### src/rtl/mc_control_unit.sv
// Multi-cycle RV32 control FSM: decodes IR fields into datapath strobes.
// Optional memory handshake/timeout enabled by MCU_MEM_HANDSHAKE_EN.
module mc_control_unit #(
  parameter int ALUC_W     = 4,
  parameter int TMO_CYCLES = 16
) (
  input  logic              clk,
  input  logic              resetn,
  input  logic [6:0]        opcode,
  input  logic [2:0]        funct3,
  input  logic              funct7b5,
  input  logic              zero,
  input  logic              mem_ready,
  output logic [3:0]        state,
  output logic              halted,
  output logic              illegal,
  output logic              mem_timeout,
  output logic              mem_read,
  output logic              mem_write,
  output logic              reg_write,
  output logic              ir_write,
  output logic              pc_write,
  output logic              pc_src,
  output logic [1:0]        alu_src_a,
  output logic [1:0]        alu_src_b,
  output logic [1:0]        result_src,
  output logic [2:0]        imm_src,
  output logic [ALUC_W-1:0] alu_control
);

  typedef enum logic [3:0] {
    S_FETCH   = 4'd0,
    S_DECODE  = 4'd1,
    S_EX_R    = 4'd2,
    S_EX_I    = 4'd3,
    S_EX_ADDR = 4'd4,
    S_EX_J    = 4'd5,
    S_EX_B    = 4'd6,
    S_EX_U    = 4'd7,
    S_MEM_RD  = 4'd8,
    S_MEM_WR  = 4'd9,
    S_WB_ALU  = 4'd10,
    S_WB_MEM  = 4'd11,
    S_HALT    = 4'd12,
    S_TRAP    = 4'd13
  } state_e;

  localparam logic [6:0] OP_LW   = 7'b0000011;
  localparam logic [6:0] OP_SW   = 7'b0100011;
  localparam logic [6:0] OP_IMM  = 7'b0010011;
  localparam logic [6:0] OP_R    = 7'b0110011;
  localparam logic [6:0] OP_LUI  = 7'b0110111;
  localparam logic [6:0] OP_AUI  = 7'b0010111;
  localparam logic [6:0] OP_JAL  = 7'b1101111;
  localparam logic [6:0] OP_BR   = 7'b1100011;
  localparam logic [6:0] OP_SYS  = 7'b1110011;

  state_e     state_q, state_d;
  logic [3:0] alu_op;
  logic       rdy;

  function automatic logic [3:0] f3_op(
    input logic [2:0] f3,
    input logic       sub,
    input logic       sra
  );
    case (f3)
      3'b000:  return sub ? 4'd1 : 4'd0;
      3'b001:  return 4'd2;
      3'b010:  return 4'd3;
      3'b011:  return 4'd4;
      3'b100:  return 4'd5;
      3'b101:  return sra ? 4'd7 : 4'd6;
      3'b110:  return 4'd8;
      default: return 4'd9;
    endcase
  endfunction

`ifdef MCU_MEM_HANDSHAKE_EN
  logic [7:0] cnt_q, cnt_d;
  logic       tmo_q, tmo_d;
  assign rdy = mem_ready;
`else
  logic unused_ready;
  assign unused_ready = mem_ready;
  assign rdy          = 1'b1;
`endif

  always_comb begin
    state_d    = state_q;
    mem_read   = 1'b0;
    mem_write  = 1'b0;
    reg_write  = 1'b0;
    ir_write   = 1'b0;
    pc_write   = 1'b0;
    pc_src     = 1'b0;
    alu_src_a  = 2'b00;
    alu_src_b  = 2'b00;
    result_src = 2'b00;
    imm_src    = 3'b000;
    alu_op     = 4'd0;
    unique case (state_q)
      S_FETCH: begin
        mem_read  = 1'b1;
        alu_src_b = 2'b10;
        ir_write  = rdy;
        pc_write  = rdy;
        if (rdy) state_d = S_DECODE;
      end
      S_DECODE: begin
        alu_src_a = 2'b01;
        alu_src_b = 2'b01;
        if (opcode == OP_BR)  imm_src = 3'b010;
        if (opcode == OP_JAL) imm_src = 3'b100;
        case (opcode)
          OP_LW, OP_SW:   state_d = S_EX_ADDR;
          OP_IMM:         state_d = S_EX_I;
          OP_R:           state_d = S_EX_R;
          OP_LUI, OP_AUI: state_d = S_EX_U;
          OP_JAL:         state_d = S_EX_J;
          OP_BR:          state_d = S_EX_B;
          OP_SYS:         state_d = S_HALT;
          default:        state_d = S_TRAP;
        endcase
      end
      S_EX_R: begin
        alu_src_a = 2'b10;
        alu_op    = f3_op(funct3, funct7b5, funct7b5);
        state_d   = S_WB_ALU;
      end
      S_EX_I: begin
        alu_src_a = 2'b10;
        alu_src_b = 2'b01;
        alu_op    = f3_op(funct3, 1'b0, funct7b5);
        state_d   = S_WB_ALU;
      end
      S_EX_ADDR: begin
        alu_src_a = 2'b10;
        alu_src_b = 2'b01;
        imm_src   = (opcode == OP_SW) ? 3'b001 : 3'b000;
        state_d   = (opcode == OP_SW) ? S_MEM_WR : S_MEM_RD;
      end
      S_EX_U: begin
        alu_src_a = (opcode == OP_LUI) ? 2'b11 : 2'b01;
        alu_src_b = 2'b01;
        imm_src   = 3'b011;
        state_d   = S_WB_ALU;
      end
      S_EX_J: begin
        pc_write  = 1'b1;
        pc_src    = 1'b1;
        alu_src_a = 2'b01;
        alu_src_b = 2'b10;
        state_d   = S_WB_ALU;
      end
      S_EX_B: begin
        alu_src_a = 2'b10;
        alu_op    = 4'd1;
        pc_src    = 1'b1;
        state_d   = S_FETCH;
        case (funct3)
          3'b000:  pc_write = zero;
          3'b001:  pc_write = ~zero;
          default: state_d  = S_TRAP;
        endcase
      end
      S_MEM_RD: begin
        mem_read = 1'b1;
        if (rdy) state_d = S_WB_MEM;
      end
      S_MEM_WR: begin
        mem_write = 1'b1;
        if (rdy) state_d = S_FETCH;
      end
      S_WB_ALU: begin
        reg_write = 1'b1;
        state_d   = S_FETCH;
      end
      S_WB_MEM: begin
        reg_write  = 1'b1;
        result_src = 2'b01;
        state_d    = S_FETCH;
      end
      S_HALT, S_TRAP: state_d = state_q;
      default:        state_d = S_FETCH;
    endcase
`ifdef MCU_MEM_HANDSHAKE_EN
    cnt_d = '0;
    tmo_d = tmo_q;
    if ((state_q == S_FETCH || state_q == S_MEM_RD ||
         state_q == S_MEM_WR) && !mem_ready) begin
      cnt_d = cnt_q + 8'd1;
      if (cnt_d == 8'(TMO_CYCLES)) begin
        state_d = S_TRAP;
        tmo_d   = 1'b1;
      end
    end
    if (state_d != state_q) cnt_d = '0;
`endif
    // an aborted instruction must not leak strobes while reset is held
    if (!resetn) begin
      mem_read  = 1'b0;
      mem_write = 1'b0;
      reg_write = 1'b0;
      ir_write  = 1'b0;
      pc_write  = 1'b0;
    end
  end

  always_ff @(posedge clk or negedge resetn) begin
    if (!resetn) state_q <= S_FETCH;
    else         state_q <= state_d;
  end

`ifdef MCU_MEM_HANDSHAKE_EN
  always_ff @(posedge clk or negedge resetn) begin
    if (!resetn) begin
      cnt_q <= '0;
      tmo_q <= 1'b0;
    end else begin
      cnt_q <= cnt_d;
      tmo_q <= tmo_d;
    end
  end
  assign mem_timeout = tmo_q;
`else
  assign mem_timeout = 1'b0;
`endif

  assign state       = state_q;
  assign halted      = (state_q == S_HALT);
  assign illegal     = (state_q == S_TRAP);
  assign alu_control = ALUC_W'(alu_op);

endmodule

### config.mk
export PLATFORM = sky130hd
export DESIGN_NAME = mc_control_unit
export DESIGN_NICKNAME = d
export VERILOG_FILES = /design/src/rtl/mc_control_unit.sv
export SDC_FILE = /design/constraint.sdc
export NUM_CORES = 1
export LEC_CHECK = 0
export ABC_AREA = 1
export BUFFER_PORTS_ARGS = -buffer_cell sky130_fd_sc_hd__buf_4
export CORE_ASPECT_RATIO = 1.2
export CORE_MARGIN = 3
export CORE_UTILIZATION = 37
export CTS_BUF_LIST = sky130_fd_sc_hd__clkbuf_8 sky130_fd_sc_hd__clkbuf_16
export DETAILED_ROUTE_END_ITERATION = 8
export GPL_TIMING_DRIVEN = 1
export PLACE_DENSITY = 0.78
export SLEW_MARGIN = 20
export SYNTH_ARGS = -nofsm -noshare
export SYNTH_HDL_FRONTEND = slang
export SYNTH_SLANG_ARGS = --single-unit
### constraint.sdc
create_clock -name clk -period 1.2 [get_ports clk]
set_input_delay 0.3 -clock clk [delete_from_list [all_inputs] [get_ports clk]]
set_output_delay 0.3 -clock clk [all_outputs]
set_load 0.02 [all_outputs]
==> results of run 1 <==
==> metrics by stage <==
stage / worst slack (ns) / setup TNS, ns
detailed placement: -0.4248 / -5.752
global placement: -0.3041 / -4.193
floorplan: -0.2827 / -3.316
==> cells by family after synthesis <==
logic type	count (synthesis)	synth area share [%]
DFF	4	16.23
AOI/OAI and AO/OA	14	14.20
xor gates and xnor gates	1	1.420
buffers and inverters	18	12.17
other	1	0.6079
and+or+nand+nor	78	55.38
==> cells in the mapped netlist (2+ instances only) <==
cell type                 number
sky130_fd_sc_hd__nand4_1       2
sky130_fd_sc_hd__a31oi_1       2
sky130_fd_sc_hd__nand3_1      15
sky130_fd_sc_hd__inv_2         3
sky130_fd_sc_hd__a21oi_1       3
sky130_fd_sc_hd__o21ai_0       3
sky130_fd_sc_hd__o31ai_1       2
sky130_fd_sc_hd__dfrtp_1       4
sky130_fd_sc_hd__nor3_1        3
sky130_fd_sc_hd__buf_4         2
sky130_fd_sc_hd__nand2_1      34
sky130_fd_sc_hd__inv_1        13
sky130_fd_sc_hd__nor2_1       19
==> metrics list, run 1 <==
* Status: did not finish
* Step where the flow halted: clock tree synthesis (4_1_cts)
* Error message: [ERROR DPL-0038] Utilization greater than 100%, impossible to legalize
- Final Wtd Congestion: just under 0.8
- Average instance area after synthesis: 5.318 um2
- Of the synthesized area, sequential elements account for around 16%.
* Count of pins on the block boundary: 41
* Largest area contributor in the synthesized netlist: sky130_fd_sc_hd__nand2_1
- Chip height: 50.73 um
- Number of cell rows: 15
- In this run the number of H-tree levels came out at 1.
- Clock tree synthesis selected as its root buffer the cell sky130_fd_sc_hd__clkbuf_8.
* Final HPWL from detailed placement: 2838 um
* #FFs+latches synth: 4
- Clock tree sinks: 4
- Post-synth EDFFs: 0
- The number of hold buffers added after CTS was 1.
- Async SR Flop Fraction: 100.0%
- The number of clock buffers added by TritonCTS is 3.
* Top post-synthesis cells by area: sky130_fd_sc_hd__nand2_1 (21%), sky130_fd_sc_hd__dfrtp_1 (16%), sky130_fd_sc_hd__nand3_1 (12%)
- Syn. warnings: 0
- Die width: 43.28 um
- Buffer levels on the longest clock path: 2
- For this run, the leading register cell type out of synthesis is sky130_fd_sc_hd__dfrtp_1.
- The number of different library cells used by synthesis comes to 24.
* Post-CTS repair timing setup buffer count: 19
- Area share of the largest cell type after synthesis: about 21%
- In this run, placement finished with an instance count of ~210.
- Number of cells upsized or downsized after cts: 54
- Starting density of the core: 41.08%
- After detailed placement, the total cell area comes to 1393 um2.
* Post-synthesis instance area: 616.8 um2
* Cell count after synthesis: 116
- Number of port buffers: 37
==> run 2: changes to the inputs <==
- CORE_AREA: not set -> 3 3 64 66
- CORE_ASPECT_RATIO: 1.2 -> not set
- CORE_MARGIN: 3 -> not set
- CORE_UTILIZATION: 37 -> not set
- CTS_BUF_LIST: sky130_fd_sc_hd__clkbuf_8 sky130_fd_sc_hd__clkbuf_16 -> not set
- DIE_AREA: not set -> 0 0 67 69
- PLACE_DENSITY: 0.78 -> not set
- PLACE_DENSITY_LB_ADDON: not set -> 0.15
- clock period: 1.2 -> 1.6 ns (I/O delays scaled with it)
==> run 2 against run 1 <==
The flow now finishes, with violations (setup timing); synthesized cell count unchanged; area after synthesis is the same.
==> metrics list, run 2 <==
- Status: finished, violations left
- The checks that failed: setup timing.
- Synthesis-to-layout area growth: 173.6%
- Leakage power: 0.8494 nW
- Endpoint arrival time on the critical path: 1.43 ns
* Share of post-route cells with drive strength above 1: 65.50%
- Drt drc: 0
- The number of buffers on the longest clock path came to 2 (unchanged).
- The effective utilization at floorplan is 16.98% (-24 points).
- TritonCTS built the clock tree.
- Number of standard cells in the layout, taps in and fillers out: 248
- Worst Setup Path Type: register to output pin
- The number of antenna diodes in the final layout is 0.
- Period utilization: 114.6%
- Number of port buffers: 37 (unchanged)
- Global route overflow: 0
- Core Area: 3633 um2
- Most common flop cell mapped by yosys: sky130_fd_sc_hd__dfrtp_1
- Crit path capture type: output pin
* Initial antenna violation count: 0
* P per Cell Area: 1505 nW/um2
* Top post-synthesis cells by area: sky130_fd_sc_hd__nand2_1 (21%), sky130_fd_sc_hd__dfrtp_1 (16%), sky130_fd_sc_hd__nand3_1 (12%)
- #FFs+latches synth: 4 (unchanged)
- Flop-to-flop setup slack: around 0.07 ns
* Wire length of the first global-routing pass: 4636 um
- For the worst setup path, the data required time is around 1.2 ns.
- The via count of the first global-routing pass came to 1103.
- The post-synthesis instance area was 616.8 um2 (unchanged).
- The clock sink count is 4 (unchanged).
- Max_cap viols: 0
* Type of origin of the critical path: register
- Post-synth EDFFs: 0 (unchanged)
- Number of cell rows: 22 (+7)
- Post-layout power: 0.002540 W
- The sequential share of the synthesized area came to 16.23% (unchanged).
- After routing the design area is about 1700 um2.
- TritonCTS buffer count: 3 (unchanged)
- Static timing analysis puts the maximum clock frequency at 545.3 MHz.
- The max-slew violation count was 0.
- Final HPWL from detailed placement: 2064 um (-27%)
- For the worst flop-to-flop path, the logic depth is 11.
- Chip height: 69 um (+36%)
- Classification of the worst-slack hold path: input port to async pin
* Die ar.: 4623 um2
- The final number of hold-violating endpoints was 0.
* Average instance area after synthesis: 5.318 um2 (unchanged)
- Leading cell type in the layout, fill and taps excluded: sky130_fd_sc_hd__buf_4
* Final clock skew: 0.002769 ns
- Setup-violating endpoint count in the final report: 20
- Distinct cells, synth: 24 (unchanged)
* Clock transition time at the flip-flop clock pins of the worst setup and hold paths: 0.03 ns
* Most common cell in the synthesized netlist: sky130_fd_sc_hd__nand2_1
- The number of placed instances with taps included is 232 (+11%).
* Final routed wirelength across all metal layers: 2703 um
- In the post-route analysis, the smallest setup slack over all paths is -0.2338 ns.
- In this run, the number of DRC markers left after iteration 0 of detailed routing was 19.
- Via-to-Cell Ratio: 4.274
- Most used cells in the layout excluding fill and tap cells: sky130_fd_sc_hd__buf_4 (55), sky130_fd_sc_hd__buf_6 (25), sky130_fd_sc_hd__nand2_1 (23)
- Setup repair after global routing missed its margin: yes
- Maximum level of the CTS H-tree: 1 (unchanged)
- The worst-case IR drop observed on VDD is 0.4530 mV.
- Global routing consumed, over all layers together, 12.20% of the routing resources.
* Max Fanout on Critical Path: 4
- Final Wtd Congestion: 0.8391 (+6.0%)
* Largest net degree at the start of global routing: 6
- Count of pins on the block boundary: 41 (unchanged)
- Flip-flop count of the largest register, all copies and words added: 4
* DR pass1 iterations: 4
- The commonest cells after synthesis are sky130_fd_sc_hd__nand2_1 (34), sky130_fd_sc_hd__nor2_1 (19), sky130_fd_sc_hd__nand3_1 (15).
- The count of nets left with antenna violations once routing finished came out at 0.
* Area share of the largest cell type after synthesis: 20.69% (unchanged)
- Via Count: 1060
- The number of cells produced by synthesis was 116 (unchanged).
- Minimum period implied by the final worst setup slack: 1.834 ns
* Placed cell areas: 1235 um2 (-11%)
* Async SR Flop Fraction: 100.0% (unchanged)
- Final net count: about 220
* Die width: 67 um (+55%)
* Skew-Pair Late Insertion Delay: 0.22 ns
- Summed over all instances, the cell type with the most area after synthesis is sky130_fd_sc_hd__nand2_1.
- Dividing the detail-routed wire length by the instance count gives 10.90 um.
- In this run the clock root is driven by a sky130_fd_sc_hd__clkbuf_8.
- The count of synthesis-stage warnings from yosys was 0 (unchanged).
## run 2: stage by stage
step / util [%] / setup TNS, ns / hold WS [ns] / worst slack [ns]
4_1_cts: 42.32 / -1.898 / 0.5608 / -0.2123
5_1_grt: 46.45 / -3.582 / 0.5707 / -0.3077
2_1_floorplan: - / -0.1480 / 0.1044 / -0.1153
6_report: 46.45 / -2.234 / 0.5603 / -0.2338
3_3_place_gp: 33.99 / -0.2263 / 0.2036 / -0.06236
3_5_place_dp: 33.99 / -0.2543 / 0.2039 / -0.06793
## run 2: report_power, final
part	leakage, nW	switching, W	total [W]	internal [W]
combinational	0.782	0.00107	0.00206	0.000985
clock	0.0228	0.0000543	0.000225	0.000170
sequential	0.0449	0.0000962	0.000257	0.000160
## run 2: final cells by class
cell class                      count  area [um2]
Clock buffer                        4       45.04
Fill cell                         381        1946
Inverter                           16       60.06
Multi-Input combinational cell     95       713.2
Sequential cell                     4       105.1
Tap cell                           48       60.06
Timing Repair Buffer               81       704.4
## run 2: logic make-up after synthesis
family	after synthesis	synth area share, %
simple gates	78	55.38
buf+inv	18	12.17
compound gates	14	14.20
flops	4	16.23
xor+xnor	1	1.420
other cells	1	0.6079
## run 2: worst paths after layout
kind / startpoint / to
max in group asynchronous: resetn / state[2]
max reg2reg: state[1] / state[0]
min reg2reg: state[3] / state[3]
min in group clk: funct3[2] / state[2]
min: resetn / state[3]
max: state[2] / pc_write
## run 2: per-layer routing
layer	routed length (um)	GRT usage, %
met1	1086	13.74
met2	1474	23.25
met3	141	1.629
met4	0	2.703
met5	0	0
## run 2: worst max-delay path: stages (launching register included)
cell and delay (ns):
sky130_fd_sc_hd__dfrtp_2 0.39, sky130_fd_sc_hd__inv_2 0.06, sky130_fd_sc_hd__nor2_4 0.18, sky130_fd_sc_hd__nand2_4 0.09, sky130_fd_sc_hd__inv_2 0.06, sky130_fd_sc_hd__nand4_1 0.13
sky130_fd_sc_hd__a31oi_4 0.17, sky130_fd_sc_hd__buf_6 0.14
## run 2: repair_timing
action,4_1_cts,5_1_grt
hold endpoints to repair,4,0
buffers inserted,8,7
setup endpoints to repair,19,20
gates resized for setup,49,30
pin swaps,10,12
hold buffers,1,0
Note: power is estimated with default switching activity, not from simulation.
==> run 3: changes to the inputs <==
- SKIP_CTS_REPAIR_TIMING: not set -> 1
==> run 3 against run 2 <==
The run still ends with setup timing left; die area is the same; utilization decreased by 4.7 points; maximum frequency rose by 1.2%; cell count shrank 0.81%; combinational power fell by 15%; cell area is 10% lower.
==> metrics list, run 3 (synthesis results as in run 2) <==
- Status: finished, violations left
- Failing checks: setup timing
* Via-to-Cell Ratio: 4.175 (-2.3%)
- The library cell used most frequently in the layout, excluding fill and tap cells, is sky130_fd_sc_hd__buf_4.
* Count of pins on the block boundary: 41 (unchanged)
* Hold violation total from the final report: 0 (unchanged)
* WL/cell: 10.25 um (-5.9%)
- Global route overflow: 0 (unchanged)
* Setup repair after global routing missed its margin: yes
- The maximum ir drop on the vdd rail was 0.4141 mV (-8.6%).
- The arrival time at the worst endpoint came to 1.41 ns (-0.02 ns).
- Synthesis-to-layout area growth: 146.0%
- The number of buffers added by the clock tree synthesis step was 3 (unchanged).
- The wire length of the first global-routing pass came to 4112 um (-11%).
- Type of origin of the critical path: register
* Met1 GRT Util: 12.93% (-0.80 points)
- Chip height: 69 um (unchanged)
- The diode insertion count for antenna repair was 0 (unchanged).
* Switching power as a share of total power: 47.21% (-0.96 points)
- The number of flip-flops under the largest register name is 4 (unchanged).
- Post-layout power: 0.002229 W (-12%)
- The effective utilization at floorplan is 16.98% (unchanged).
- Initial antenna violation count: 0 (unchanged)
- The placed wire-length estimate was 2064 um (unchanged).
- Required arrival time at the worst endpoint: 1.20 ns (about the same)
* Cell at the root of the clock tree: sky130_fd_sc_hd__clkbuf_8
* Global routing usage on met2: 19.32% (-3.9 points)
* Clock transition time at the flip-flop clock pins of the worst setup and hold paths: 0.03 ns (about the same)
* Sequential cell fraction of total power: 10.9% (+0.8 points)
* Highest achievable clock rate: 552.0 MHz (+1.2%)
- Classification of the worst-slack hold path: input port to async pin
- Combinational group share of total power: 79.0% (-2.0 points)
- Largest net degree at the start of global routing: 6 (unchanged)
* Worst Setup Path Type: register to output pin
- The first-pass detailed-route iteration total was 4 (unchanged).
* Die width: 67 um (unchanged)
- STA classifies the critical path endpoint as an output pin.
* Clock tree sinks: 4 (unchanged)
- The post-route minimum period was 1.812 ns (-0.02211 ns).
- The most critical setup path has its startpoint at state[1].
- The global placer's final weighted congestion came to 0.8391 (unchanged).
* Maximum level of the CTS H-tree: 1 (unchanged)
* Startpoint of the lowest-slack register-to-register path: state[1]
- Period utilization: 113.2% (-1.4 points)
- In the layout the commonest cells are sky130_fd_sc_hd__buf_4 (65), sky130_fd_sc_hd__nand2_1 (28), sky130_fd_sc_hd__nor2_1 (16).
- The leakage dissipation came to 0.8042 nW (-5.3%).
* Number of DRC markers after the initial detailed-route iteration: 13 (-6)
- The setup total negative slack is -2.204 ns (+0.02963 ns).
- The total vias in the final route came to 1027 (-3.1%).
* Int Power: 0.001177 W (-11%)
- The post-layout worst setup margin came to -0.2117 ns (+0.02211 ns).
- Most used routing layer in global routing: met2
- Setup-violating endpoint count in the final report: 20 (unchanged)
* Clock power share: 10.1% (+1.3 points)
- The met3 layer usage reported by global route is 1.629% (unchanged).
- The number of max-capacitance violations reported came to 0 (unchanged).
* Final net count: 214 (-0.93%)
- The power density over cell area was 1469 nW/um2 (-2.4%).
- The total track usage is 10.76% (-1.4 points).
- The max-slew violation count is 0 (unchanged).
* Vias in the first global route: 979 (-11%)
* Drt drc: 0 (unchanged)
- Number of port buffers: 37 (unchanged)
* Die ar.: 4623 um2 (unchanged)
- The total routed wirelength came to 2522 um (-6.7%).
* Buffer levels on the longest clock path: 2 (unchanged)
- The total net switching power came to 0.001052 W (-14%).
- The clock latency at the later pin of the worst-skew pair came to 0.22 ns (about the same).
- The antenna violation net count after detailed routing came to 0 (unchanged).
- The largest driver fanout on the critical path came to 5 (+1).
- TritonCTS clock tree: yes
- The largest clock skew in the final design came to 0.003825 ns (+0.001056 ns).
- Share of post-route cells with drive strength above 1: 57.58% (-7.9 points)
- Number of cell rows: 22 (unchanged)
- Core Area: 3633 um2 (unchanged)
- The minimum setup slack after placement was -0.06793 ns (unchanged).
* Final hold slack: 0.5521 ns (-0.008150 ns)
==> run 3: cell types whose count changed in the layout (fill, tap and decap cells not counted), sizes merged <==
| cell | before | now |
|---|---|---|
| buf | 80 | 78 |
==> run 3: stage by stage <==
step	cell area [um2]	utilization, %	cells
finish	1518	41.77	246
global route	1518	41.77	246
CTS	1280	35.23	236
detailed placement	1235	33.99	232
global placement	1235	33.99	232
floorplan	671.9	-	117
==> run 3: power groups by stage <==
stage	clock [W]	sequential, W	combinational (W)
after floorplan	0	0.000292	0.000642
after detailed placement	0	0.000224	0.00141
after CTS	0.000232	0.000223	0.00142
after global placement	0	0.000226	0.00141
final	0.000225	0.000243	0.00176
after global routing	0.000244	0.000250	0.00191
==> run 3: worst paths after layout <==
path / to / slack [ns] / depth (start not counted)
setup reg to reg: state[0] / 0.20 / 10
hold reg to reg: state[3] / 0.75 / 4
min in group clk: state[2] / 0.59 / 4
hold / removal: state[1] / 0.55 / 2
max in group asynchronous: state[0] / 0.86 / 2
setup / recovery: alu_control[0] / -0.21 / 8
==> run 3: per-layer routing <==
| layer | wire length [um] | share of wire, % |
|---|---|---|
| met3 | 132 | 5.2 |
| met4 | 0 | 0 |
| met2 | 1355 | 54 |
| met1 | 1035 | 41 |
| met5 | 0 | 0 |
==> run 3: area by class of cell <==
type,count,area (um2)
clock buffer,4,45.04
fill,406,2116
inverter,16,60.06
multi-input combinational,95,603.1
sequential,4,105.1
tap,48,60.06
timing repair buffer,79,644.4
==> run 3: critical path: stages, from the launching register on <==
cell and delay, ns:
sky130_fd_sc_hd__dfrtp_2 0.39, sky130_fd_sc_hd__inv_2 0.07, sky130_fd_sc_hd__nor2_4 0.14, sky130_fd_sc_hd__buf_6 0.10
sky130_fd_sc_hd__nand2_1 0.06, sky130_fd_sc_hd__o22ai_2 0.09, sky130_fd_sc_hd__nand2_1 0.08, sky130_fd_sc_hd__a21boi_2 0.13
sky130_fd_sc_hd__buf_6 0.13
==> run 4: changes to the inputs <==
- BUFFER_PORTS_ARGS: -buffer_cell sky130_fd_sc_hd__buf_4 -> not set
- DONT_BUFFER_PORTS: not set -> 1
- PLACE_DENSITY_LB_ADDON: 0.15 -> not set
==> run 4 against run 3 <==
The run still ends with setup timing left; cell area down 18%; highest routed layer unchanged; via count down 13%; non-clock buffer count down 39; cell count down 16%; utilization down 7.4 points; largest power group unchanged; clock-buffer cell count unchanged; clock skew up 0.00058 ns; sequential share of layout area up 1.5 points; die area unchanged.
==> metrics list, run 4 (synthesis results as in run 2) <==
- Final Wtd Congestion: 0.7689 (-8.4%)
- For hold timing, the worst endpoint is state[2].
- The met2 routed wirelength is 1300 um (-4.1%).
- Core Area: 3633 um2 (unchanged)
* TritonCTS buffer count: 3 (unchanged)
- The average wire length per cell after detail routing is 11.18 um (+9.1%).
* Required arrival time at the worst endpoint: 1.20 ns (about the same)
- The internal power summed over all cells is 0.001005 W (-15%).
- Walking the worst path, the cells encountered are inv_2, nor2_4, nand3_2, o31ai_4.
- Chip height: 69 um (unchanged)
* Final net count: 175 (-18%)
* Met3 routed WL: 149 um (+13%)
- P per Cell Area: 1634 nW/um2 (+11%)
- Worst-case vdd ir drop: 0.4156 mV (+0.36%)
* Wire length of the first global-routing pass: 3394 um (-17%)
- The checks that failed: setup timing.
- The number of rows created at floorplan was 22 (unchanged).
- The antenna violation net count after detailed routing was 0 (unchanged).
* Number of port buffers: 0 (-100%)
* Die width: 67 um (unchanged)
* Worst hold start: funct3[2]
- The number of H-tree levels was 1 (unchanged).
- The flow ran to the end, but the final reports show violations.
- The endpoint identified for the worst register-to-register timing path is state[0].
- TritonCTS clock tree: yes
- Period utilization: 113.0% (-0.20 points)
- The placed standard-cell area was 949.7 um2 (-23%).
- Leakage power: 0.5903 nW (-27%)
- Max_cap viols: 0 (unchanged)
- Antenna diode count: 0 (unchanged)
- The share of the core filled with cells in the final layout came to 34.40% (-7.4 points).
- The total net switching power was 0.001038 W (-1.4%).
* Switching power as a share of total power: 50.80% (+3.6 points)
- The number of DRC violations after detailed routing is 0 (unchanged).
* Max Fanout on Critical Path: 6 (+1)
* Final clock skew: 0.004406 ns (+0.0005807 ns)
* Crit path max-delay family: flip-flops
- Leading cell type in the layout, fill and taps excluded: sky130_fd_sc_hd__buf_4
- The placed wire-length estimate came to 1829 um (-11%).
* Uppermost signal routing layer after detailed routing: met3
- The max-slew violation count was 0 (unchanged).
- The number of flip-flops under the largest register name came to 4 (unchanged).
* Post-route cell area: 1250 um2 (-18%)
- Slowest-stage cell, CP: sky130_fd_sc_hd__dfrtp_2
* Worst Setup Path Type: register to output pin
- The clock latency at the later pin of the worst-skew pair was 0.22 ns (about the same).
- The footprint of the multi-input gates is 635.6 um2 (+5.4%).
- Number of cells traversed by the worst hold path: 2
- The clock sink count is 4 (unchanged).
- Share of post-route cells with drive strength above 1: 49.69% (-7.9 points)
* DR pass1 iterations: 6 (+2)
- Setup slack after layout: -0.2085 ns (+0.003124 ns)
* Starting density of the core: 16.98% (unchanged)
- The number of buffers on the longest clock path was 2 (unchanged).
- The number of design-rule violations left by the first detailed-router iteration came to 44 (+31).
* Clock power share: 10.8% (+0.7 points)
* Max incr delay on CP: 0.40 ns (about the same)
- Setup repair after global routing missed its margin: yes
- Most used cells in the layout excluding fill and tap cells: sky130_fd_sc_hd__buf_4 (28), sky130_fd_sc_hd__nand2_1 (26), sky130_fd_sc_hd__inv_1 (13)
* Count of cells along the worst register-to-register path: 10 (unchanged)
* Highest achievable clock rate: 552.9 MHz (+0.17%)
- Total buffers and inverters traversed by the critical path: 1 (-2)
- Via-to-Cell Ratio: 4.304 (+3.1%)
- The arrival time at the worst endpoint was 1.41 ns (about the same).
- Synthesis-to-layout area growth: 102.6%
- The I/O pin total came to 41 (unchanged).
* Flop-to-flop setup slack: 0.17 ns (-0.03 ns)
- The total track usage is 9.005% (-1.8 points).
* Post-layout power: 0.002043 W (-8.4%)
- The number of filler cells placed in the layout was 389 (-4.2%).
* Hold violation total from the final report: 0 (unchanged)
- Initial antenna violation count: 0 (unchanged)
- STA classifies the critical path startpoint as a register.
- Minimum period implied by the final worst setup slack: 1.809 ns (-0.003124 ns)
- The maximum number of pins on one net before global-route repair is 7 (+1).
* Classification of the worst-slack hold path: input port to register
* Sum of routed wire segments on met1: 865 um (-16%)
- Sequential cell fraction of total power: 12.3% (+1.4 points)
- Combinational group share of total power: 76.9% (-2.1 points)
- The total vias in the final route came to 891 (-13%).
- Die ar.: 4623 um2 (unchanged)
- The total routed wirelength was 2315 um (-8.2%).
- The clock input transition at the sequential cells of the worst setup and hold paths was 0.03 ns (about the same).
* Startpoint of the lowest-slack register-to-register path: state[1]
* Cell at the root of the clock tree: sky130_fd_sc_hd__clkbuf_8
* Setup-violating endpoint count in the final report: 18 (-10%)
- Seq. cell area: 105.1 um2 (unchanged)
- STA classifies the critical path endpoint as an output pin.
* Global route overflow: 0 (unchanged)
* Vias in the first global route: 830 (-15%)
==> run 4: changes by cell type in the layout (fill, tap and decap cells not counted), moves of 2 or more <==
cell / change
sky130_fd_sc_hd__buf_4: -37
sky130_fd_sc_hd__nor2_1: -4
sky130_fd_sc_hd__nor2_4: +3
sky130_fd_sc_hd__buf_6: -2
sky130_fd_sc_hd__nand2_1: -2
==> run 4: power by group through the flow <==
stage,clock [W],sequential (W),combinational [W]
after floorplan,0,0.000292,0.000642
after global placement,0,0.000224,0.00115
after detailed placement,0,0.000226,0.00115
after CTS,0.000227,0.000226,0.00116
after global routing,0.000237,0.000262,0.00171
final,0.000221,0.000251,0.00157
==> run 4: worst reg2reg max path: cells and delay by family (launching register included) <==
kind / cells / cell delay [ns]
AOI/OAI and AO/OA: 1 / 0.07
buffers and inverters: 4 / 0.38
DFF: 1 / 0.45
and+or+nand+nor: 5 / 0.41
==> run 4: area by class of cell <==
type | count | share of cell area, %
flip-flops and latches | 4 | 8.408
clock buffers | 4 | 3.604
inverters | 16 | 4.805
repair buffers | 40 | 27.53
well taps | 48 | 4.805
multi-input cells | 95 | 50.85
==> run 4: worst max path at each step <==
stage	startpoint	endpoint	slack (ns)	cells after the start
6_report	state[2]	alu_src_a[1]	-0.21	4
5_1_grt	state[2]	pc_write	-0.30	6
4_1_cts	state[3]	alu_control[0]	-0.27	5
3_5_place_dp	state[3]	alu_control[0]	-0.03	5
3_3_place_gp	state[3]	alu_control[0]	-0.02	5
2_1_floorplan	state[0]	imm_src[0]	-0.12	3
==> run 4: per-stage QoR <==
stage                      TNS, ns  instances  worst slack, ns  hold WS, ns
after floorplan            -0.1480        117          -0.1153       0.1044
after global placement    -0.01948        194         -0.01948       0.1045
after detailed placement  -0.02857        194         -0.02857       0.1045
after CTS                   -2.685        198          -0.2657      -0.1253
after global routing        -3.391        207          -0.3020       0.3776
final                       -1.950        207          -0.2085       0.3622
==> run 4: metal layers <==
metal  vias to the layer above  track usage [%]
met5                         -                0
met4                         0            2.703
met3                         0            2.280
met2                        24            16.16
met1                       400            10.09
li1                        467                -
